--- src/rtl/base_res_arb_pkg.sv ---
// Types and helpers shared by the tag reservation arbiter and its round-robin core.
package base_res_arb_pkg;

    typedef enum logic {
        OUT_EMPTY = 1'b0,
        OUT_FULL  = 1'b1
    } out_state_e;

    function automatic int unsigned wrap_inc(input int unsigned idx, input int unsigned n);
        return (idx + 1 >= n) ? 0 : idx + 1;
    endfunction

endpackage

--- src/rtl/base_res_arb_rr.sv ---
// Round-robin selector: first set request at or after the pointer, wrapping to 0.
module base_rr_arb #(
    parameter  int ways = 4,
    localparam int PW   = (ways > 1) ? $clog2(ways) : 1
) (
    input  logic [0:ways-1] req,
    input  logic [PW-1:0]   ptr,
    output logic [0:ways-1] gnt
);

    int unsigned j;
    logic        found;

    always_comb begin
        gnt   = '0;
        found = 1'b0;
        j     = 0;
        for (int unsigned i = 0; i < ways; i++) begin
            j = 32'(ptr) + i;
            if (j >= ways) j = j - ways;
            if (!found && req[j[PW-1:0]]) begin
                gnt[j[PW-1:0]] = 1'b1;
                found          = 1'b1;
            end
        end
    end

endmodule

--- src/rtl/base_res_arb.sv ---
// Hands out free tags from a pool to round-robin requesters and forwards legal tag frees back.
module base_res_arb
    import base_res_arb_pkg::*;
#(
    parameter int ways    = 4,
    parameter int width   = 4,
    parameter int num_res = 2**width
) (
    input  logic            clk,
    input  logic            reset,
    input  logic [0:ways-1] req_v,
    output logic [0:ways-1] req_r,
    input  logic            p_v,
    output logic            p_r,
    input  logic [0:width-1] p_d,
    output logic            o_v,
    input  logic            o_r,
    output logic [0:width-1] o_d,
    output logic [0:ways-1] o_sel,
    input  logic            f_v,
    output logic            f_r,
    input  logic [0:width-1] f_d,
    output logic            r_v,
    input  logic            r_r,
    output logic [0:width-1] r_d,
    output logic [0:width]  o_cnt,
    output logic            o_err
);

    localparam int PW = (ways > 1) ? $clog2(ways) : 1;
    localparam logic [0:width] CNT_MAX = (width+1)'(num_res);

    out_state_e        state_q, state_d;
    logic [0:width-1]  od_q, od_d;
    logic [0:ways-1]   sel_q, sel_d;
    logic [PW-1:0]     ptr_q, ptr_d;
    logic [0:num_res-1] inuse_q, inuse_d;
    logic [0:width]    cnt_q, cnt_d;
    logic              err_q, err_d;

    logic [0:ways-1]   rr_gnt;
    logic [PW-1:0]     win_idx;
    logic              loadable, grant, hit, fwd, drop;

    base_rr_arb #(.ways(ways)) u_rr (
        .req (req_v),
        .ptr (ptr_q),
        .gnt (rr_gnt)
    );

    always_comb begin
        win_idx = '0;
        for (int unsigned i = 0; i < ways; i++) begin
            if (rr_gnt[i[PW-1:0]]) win_idx = PW'(i);
        end
    end

    // Tags beyond the pool size are never in use, so freeing one is reported as illegal.
    assign hit = ({1'b0, f_d} < CNT_MAX) && inuse_q[f_d];

    always_comb begin
        loadable = (state_q == OUT_EMPTY) || o_r;
        grant    = !reset && loadable && p_v && (|req_v);
        p_r      = grant;
        req_r    = grant ? rr_gnt : '0;
        r_v      = !reset && f_v && hit;
        r_d      = f_d;
        f_r      = !reset && (hit ? r_r : 1'b1);
        fwd      = r_v && r_r;
        drop     = !reset && f_v && !hit;
    end

    always_comb begin
        state_d = state_q;
        od_d    = od_q;
        sel_d   = sel_q;
        ptr_d   = ptr_q;
        inuse_d = inuse_q;
        cnt_d   = cnt_q;
        err_d   = drop;
        if (grant) begin
            state_d = OUT_FULL;
            od_d    = p_d;
            sel_d   = rr_gnt;
            ptr_d   = PW'(wrap_inc(32'(win_idx), ways));
        end else if (o_r) begin
            state_d = OUT_EMPTY;
        end
        if (fwd)   inuse_d[f_d] = 1'b0;
        if (grant) inuse_d[p_d] = 1'b1;
        if (grant && !fwd && cnt_q != CNT_MAX) cnt_d = cnt_q + (width+1)'(1);
        else if (fwd && !grant)                cnt_d = cnt_q - (width+1)'(1);
    end

    always_ff @(posedge clk) begin
        if (reset) begin
            state_q <= OUT_EMPTY;
            od_q    <= '0;
            sel_q   <= '0;
            ptr_q   <= '0;
            inuse_q <= '0;
            cnt_q   <= '0;
            err_q   <= 1'b0;
        end else begin
            state_q <= state_d;
            od_q    <= od_d;
            sel_q   <= sel_d;
            ptr_q   <= ptr_d;
            inuse_q <= inuse_d;
            cnt_q   <= cnt_d;
            err_q   <= err_d;
        end
    end

    assign o_v   = (state_q == OUT_FULL);
    assign o_d   = od_q;
    assign o_sel = sel_q;
    assign o_cnt = cnt_q;
    assign o_err = err_q;

endmodule

--- config.mk ---
export PLATFORM = sky130hd
export DESIGN_NAME = base_res_arb
export DESIGN_NICKNAME = d
export VERILOG_FILES = /design/src/rtl/base_res_arb_pkg.sv /design/src/rtl/base_res_arb_rr.sv /design/src/rtl/base_res_arb.sv
export SDC_FILE = /design/constraint.sdc
export NUM_CORES = 1
export LEC_CHECK = 0
export CAP_MARGIN = 25
export CORE_ASPECT_RATIO = 1.5
export CORE_UTILIZATION = 40
export CTS_CLUSTER_DIAMETER = 200
export DETAILED_ROUTE_END_ITERATION = 12
export DONT_BUFFER_PORTS = 1
export PLACE_DENSITY_LB_ADDON = 0.05
export SLEW_MARGIN = 20
export SYNTH_ARGS = -nofsm -noshare
export SYNTH_HDL_FRONTEND = slang
export SYNTH_HIERARCHICAL = 1
export SYNTH_SLANG_ARGS = --single-unit
--- constraint.sdc ---
create_clock -name clk -period 3.06 [get_ports clk]
set_input_delay 0.306 -clock clk [delete_from_list [all_inputs] [get_ports clk]]
set_output_delay 0.306 -clock clk [all_outputs]
set_load 0.005 [all_outputs]
# Word-level counts from Yosys, hierarchy flattened
# Index checks and enable logic that the tools add are counted.
[op_classes] add_sub_neg=10 bitwise=13 n_mux=50 magnitude_cmp=17 eq_ne=1 n_reduce_logical=31
[op_table] cell="16-bit two-way mux" n=2
[op_table] cell="3-bit >= comparator, second input constant" n=8
[op_table] cell="1-bit two-way mux" n=23
[op_table] cell="1-bit logical AND" n=20
[op_table] cell="4-bit two-way mux" n=5
[op_table] cell="16-bit bitwise AND" n=1
[op_table] cell="16-bit inverter" n=1
[op_table] cell="16-bit bitwise OR" n=1
[op_table] cell="2-bit two-way mux" n=7
[op_table] cell="3-bit by 1-bit < comparator with 1-bit output, second input constant" n=4
[op_table] cell="2-bit inverter with 3-bit output" n=4
[op_table] cell="4-bit bitwise OR" n=3
[op_table] cell="5-bit >= comparator, second input constant" n=2
[op_table] cell="5-bit by 1-bit < comparator with 1-bit output, second input constant" n=2
[op_table] cell="5-bit two-way mux" n=2
[op_table] cell="4-bit inverter with 5-bit output" n=2
[op_table] cell="1-bit binary-select mux with 2-bit select" n=4
[op_table] cell="1-bit demux with 2-bit select" n=4
[op_table] cell="1-bit demux with 4-bit select" n=2
[op_table] cell="2-bit by 1-bit subtractor with 2-bit output, second input constant" n=4
[op_table] cell="1-bit zero test" n=7
[op_table] cell="2-bit by 1-bit adder with 3-bit output, second input constant" n=2
[op_table] cell="2-bit by 2-bit adder with 3-bit output, second input constant" n=2
[op_table] cell="5-bit by 1-bit adder with 5-bit output, second input constant" n=1
[op_table] cell="8 further kinds" n=9
[totals] reg_bits=33 word_cells=129 out_inout_bits=26 inputBits=18

# Depth between registers and ports, before layout
# Gate-level depths: netlist of run 1.
[depth] depth_word=22 depth_mapped=14 ltp_nobuf=13

# Modules after synthesis
# Netlist of run 1, hierarchy kept.
[by_module_without_submodules] mod="base_res_arb" n_inst=1 area_per_inst_um2=1808.0 cells_per_inst=224
[by_module_without_submodules] mod="base_rr_arb" n_inst=1 area_per_inst_um2=302.8 cells_per_inst=30

# Worst setup path before layout of run 1
# OpenSTA, ideal clock, no wires.
[synth_timing] kind="input to register" startpoint="in f_d[2] in the netlist's numbering" endpoint="reg cnt_q (netlist bit o_cnt[0])" setup_slack_ns=0.478 path_stages=12 arrival_time_ns=2.523 setup_time_ns=0.059 path_cell_list="buf_6 > mux2_4 > o22a_1 > and3_4 > nor2_4 > nand2_1 > ha_1 > nor2b_1 > o21ai_0 > a2111oi_0 > o21ai_1 > nand2_1"
[synth_via] elab_chain_cells=10 elab_cells_between_ends=12 classes_between="mux: 4; bitwise: 1; reduce/logical: 7"
[synth_rtl] element="start: declaration" line="base_res_arb.sv:22" source="input logic [0:width-1] f_d,"
[synth_rtl] element="4-bit inverter with 5-bit output (not written as such) *" line="base_res_arb.sv:59" source="assign hit = ({1'b0, f_d} < CNT_MAX) && inuse_q[f_d];"
[synth_rtl] element="1-bit binary-select mux with 4-bit select *" line="base_res_arb.sv:59"
[synth_rtl] element="1-bit two-way mux (not written as such) * (2 in series)" line="base_res_arb.sv:59"
[synth_rtl] element="1-bit logical AND *" line="base_res_arb.sv:66" source="r_v = !reset && f_v && hit;"
[synth_rtl] element="1-bit logical AND *" line="base_res_arb.sv:69" source="fwd = r_v && r_r;"
[synth_rtl] element="1-bit zero test" line="base_res_arb.sv:91" source="if (grant && !fwd && cnt_q != CNT_MAX) cnt_d = cnt_q + (width+1)'(1);"
[synth_rtl] element="1-bit logical AND (2 in series)" line="base_res_arb.sv:91"
[synth_rtl] element="5-bit two-way mux or 2-bit nonzero test (tied branches)"
[synth_rtl] element="end signal: assignment" line="base_res_arb.sv:110" source="cnt_q <= cnt_d;"
[synth_rtl] element="end: declaration" line="base_res_arb.sv:38" source="logic [0:width] cnt_q, cnt_d;"
# Every way passes the cells marked *; elsewhere a longest branch is shown, timed or not. The select of a mux whose other input is x is not followed.
# A chain may end at the register's enable or synchronous reset.

# Worst setup path after layout of run 1
[layout_timing] startpoint="reg ptr_q[1]" endpoint="out req_r[2] in the netlist's numbering"
[layout_via] elab_chain_cells=17 elab_cells_between_ends=68 classes_between="add/sub: 7; order compare: 12; mux: 32; bitwise: 7; reduce/logical: 10"
[layout_rtl] element="start: declaration" line="base_res_arb.sv:36" source="logic [PW-1:0] ptr_q, ptr_d;"
[layout_rtl] element="start signal: assignment" line="base_res_arb.sv:108" source="ptr_q <= ptr_d;"
[layout_rtl] element="branches (longest 15 deep; another with 2-bit by 1-bit adder with 3-bit output)"
[layout_rtl] element="4-bit two-way mux *" line="base_res_arb_rr.sv:21" source="if (!found && req[j[PW-1:0]]) begin"
[layout_rtl] element="net rr_gnt, one bit" line="base_res_arb.sv:41" source="logic [0:ways-1] rr_gnt;"
[layout_rtl] element="4-bit two-way mux *" line="base_res_arb.sv:65" source="req_r = grant ? rr_gnt : '0;"
[layout_rtl] element="end: declaration" line="base_res_arb.sv:12" source="output logic [0:ways-1] req_r,"
# Mark *: on every way through the listed nets, which the timed path passes. The select of a mux whose other input is x is not followed.

==> out/results.tsv, run 1 <==
metric	value	unit
status	complete, no violations	
num_vias	1799	
ant_nets	0	
hp-class	in -> reg	
synth_top_area_share	0.313	
post_cts_buffers	0	
num_rows	32	
grt_pass1_vias	1792	
htree_levels	2	
clock_latency	290	ps
grt_first_pass_wirelength	8.49	mm
max_cap_viol_count	0	
yosysUniqueCellTypes	53	
boundaryPins	44	
placed_cell_area	2130	sq um
drv_slew	0	
clock_path_buffers	2	
min_period_over_period	0.898	
cp-end-kind	output port	
drive_gt1_frac	0.135	
ys_seq_elements	33	
grt_max_degree	39	
cts_buffers	5	
io_buffers	0	
cp.required	2750	ps
fin_nets	280	
postLayoutCoreUtil	0.430	
clkSlewWorstSetupHoldPaths	70	ps
power_density	491	nW/um^2
max_freq	364	MHz
drc	0	
yosys.area.top_type	dfxtp_1	
clock-skew-final	2.51	ps
setup_violations	0	
die_w	61.3	microns
synth-main-ff-cell	dfxtp_1	
critical_path_arrival	2440	ps
synth_edf_count	0	
gr-total-overflow	0	
worst_slew_pin_slew	552	ps
die_area	5580	sq um
route.detailed.wl_per_inst	16.5	microns
fin_area	2200	sq um
synth_nets	282	
netlist_instances	254	
cts_tree	done	
netlist_top_cells_area	dfxtp_1 31%, nand2_1 9.1%, a21oi_1 7.4%	
gp_congestion	0.831	
post_drt_via_cell_ratio	5.64	
vdd.ir_drop.worst	0.214	mV
grt_setup_unrepaired	no	
antenna_found_initial	0	
syn-cell-area	2110	sq um
synth_async_sr_flop_share	0	
initial_utilization	0.412	
post-route-min-period	2750	ps
ctsResizeCount	0	
clock-sinks	33	
crit_fanout	6	
dp_hpwl	3.90	mm
seq_area_frac_synth	0.313	
syn_avg_cell_area	8.31	sq um
synth_warnings	6	
cp-start-kind	flip-flop	
critPathKind	reg -> out	
core	5120	sq um
final_hold_viol_count	0	
tns	0	ps
detail_route.iter0.violations	56	
fillers	568	
track_usage	0.206	
holdBufCountCts	0	
area_delta_synth_final	4.39	%
power	1.08	mW
cts-root-buf	clkbuf_8	
leakagePower	0.824	nW
dr.pass1.iters	4	
diodes	0	
drt-total-wl	5.26	mm
max_slew_margin	0.631	
die_h	91.0	microns
[cells by family after synthesis]
| logic type | count (synthesis) | synth area share |
|---|---|---|
| AOI/OAI and AO/OA | 75 | 0.219 |
| xor gates and xnor gates | 2 | 0.00830 |
| adders and majority gates | 10 | 0.0628 |
| buffers and inverters | 25 | 0.0652 |
| DFF | 33 | 0.313 |
| muxes | 12 | 0.0907 |
| and+or+nand+nor | 97 | 0.241 |
[worst paths after layout]
kind / slack [ps] / startpoint / end / cells past startpoint
max: 310 / ptr_q[1]$_SDFFE_PP0N_ / req_r[2] / 7
max reg2reg: 440 / o_cnt[4]$_SDFFE_PP0P_ / o_cnt[0]$_SDFFE_PP0P_ / 10
min: 90 / reset / inuse_q[10]$_SDFF_PP0_ / 1
min reg2reg: 470 / o_d[2]$_SDFFE_PP0N_ / o_d[2]$_SDFFE_PP0N_ / 2
[area by class of cell]
| cell class | count | area (sq um) | area share |
|---|---|---|---|
| clock inverter | 1 | 5.00 | 0.00227 |
| clock buffer | 5 | 68.8 | 0.0312 |
| sequential | 33 | 661 | 0.300 |
| inverter | 13 | 48.8 | 0.0221 |
| timing repair buffer | 3 | 22.5 | 0.0102 |
| multi-input combinational | 196 | 1310 | 0.596 |
| tap | 68 | 85.1 | 0.0386 |
[cells in the final DEF, fill, tap and decap left out, types with 3 or more instances in the layout]
cell type,instances
nor3_1,4
a221o_1,4
mux2_1,4
clkbuf_8,5
nor2b_1,4
nor3b_1,3
mux4_2,3
nand3_1,8
inv_1,12
nor2_1,7
o21ai_0,24
dfxtp_1,33
nand2_1,51
nand4b_1,3
buf_4,3
a21oi_1,31
ha_1,9
[critical path, cell delays in order, from the launching register on]
cell,delay [ps]
dfxtp_1,440
inv_1,130
ha_1,340
mux4_2,410
nor4b_4,400
a221o_1,260
nand2_1,90
inv_1,90
[flip-flops by register name, summed over array words and instances, names as in the netlist]
name	cells
o_v	1
o_err	1
inuse_q	16
ptr_q	2
o_sel	4
o_d	4
o_cnt	5
[where the power goes]
| part | leakage [nW] | total (mW) | switching, mW | internal [mW] |
|---|---|---|---|---|
| clock | 0.0399 | 0.310 | 0.161 | 0.150 |
| sequential | 0.268 | 0.494 | 0.0360 | 0.458 |
| combinational | 0.516 | 0.277 | 0.155 | 0.122 |
| total | 0.824 | 1.08 | 0.352 | 0.730 |
[synth_stat cells (2+ instances only)]
master,number
nand2_1,51
dfxtp_1,33
a21oi_1,31
o21ai_0,24
inv_1,12
ha_1,9
nand3_1,8
nor2_1,7
a221o_1,4
buf_4,4
mux2_1,4
nor2b_1,4
nor3_1,4
clkbuf_1,3
mux4_2,3
nand4b_1,3
nor3b_1,3
a21oi_2,2
a31oi_1,2
clkbuf_8,2
mux2_2,2
mux2_4,2
nand2b_1,2
nor4_1,2
o21ai_1,2
o221ai_2,2
o22ai_2,2
xor2_1,2
[per-layer routing]
layer	GRT usage	routed length, microns	vias to the layer above
met4	0.108	143	0
li1	-	-	894
met2	0.352	2850	32
met5	0	0	-
met3	0.0613	272	13
met1	0.216	2000	860
[per-stage QoR]
stage                     setup slack, ps  hold slack [ps]  std cells
after floorplan                       478              442        254
final                                 311             86.2        319
after detailed placement              422              382        313
after global routing                  158             78.4        319
after CTS                             290             75.6        319
after global placement                479              380        313
Note: power is estimated with default switching activity, not from simulation.
==> run 2, diff against run 1 <==
--- a/config.mk
+++ b/config.mk
@@ -8,6 +8,7 @@
 export CAP_MARGIN = 25
 export CORE_ASPECT_RATIO = 1.5
 export CORE_UTILIZATION = 40
+export CTS_BUF_LIST = sky130_fd_sc_hd__clkbuf_4 sky130_fd_sc_hd__clkbuf_8 sky130_fd_sc_hd__clkbuf_16
 export CTS_CLUSTER_DIAMETER = 200
 export DETAILED_ROUTE_END_ITERATION = 12
 export DONT_BUFFER_PORTS = 1
==> results of run 2 <==
No change in the layout: final DEF, timing and power equal those of run 1.
==> run 3, diff against run 2 <==
--- a/config.mk
+++ b/config.mk
@@ -5,6 +5,7 @@
 export SDC_FILE = /design/constraint.sdc
 export NUM_CORES = 1
 export LEC_CHECK = 0
+export ABC_CLOCK_PERIOD_IN_PS = 3060
 export CAP_MARGIN = 25
 export CORE_ASPECT_RATIO = 1.5
 export CORE_UTILIZATION = 40
==> results of run 3 <==
No change in the layout: final DEF, timing and power equal those of run 1.
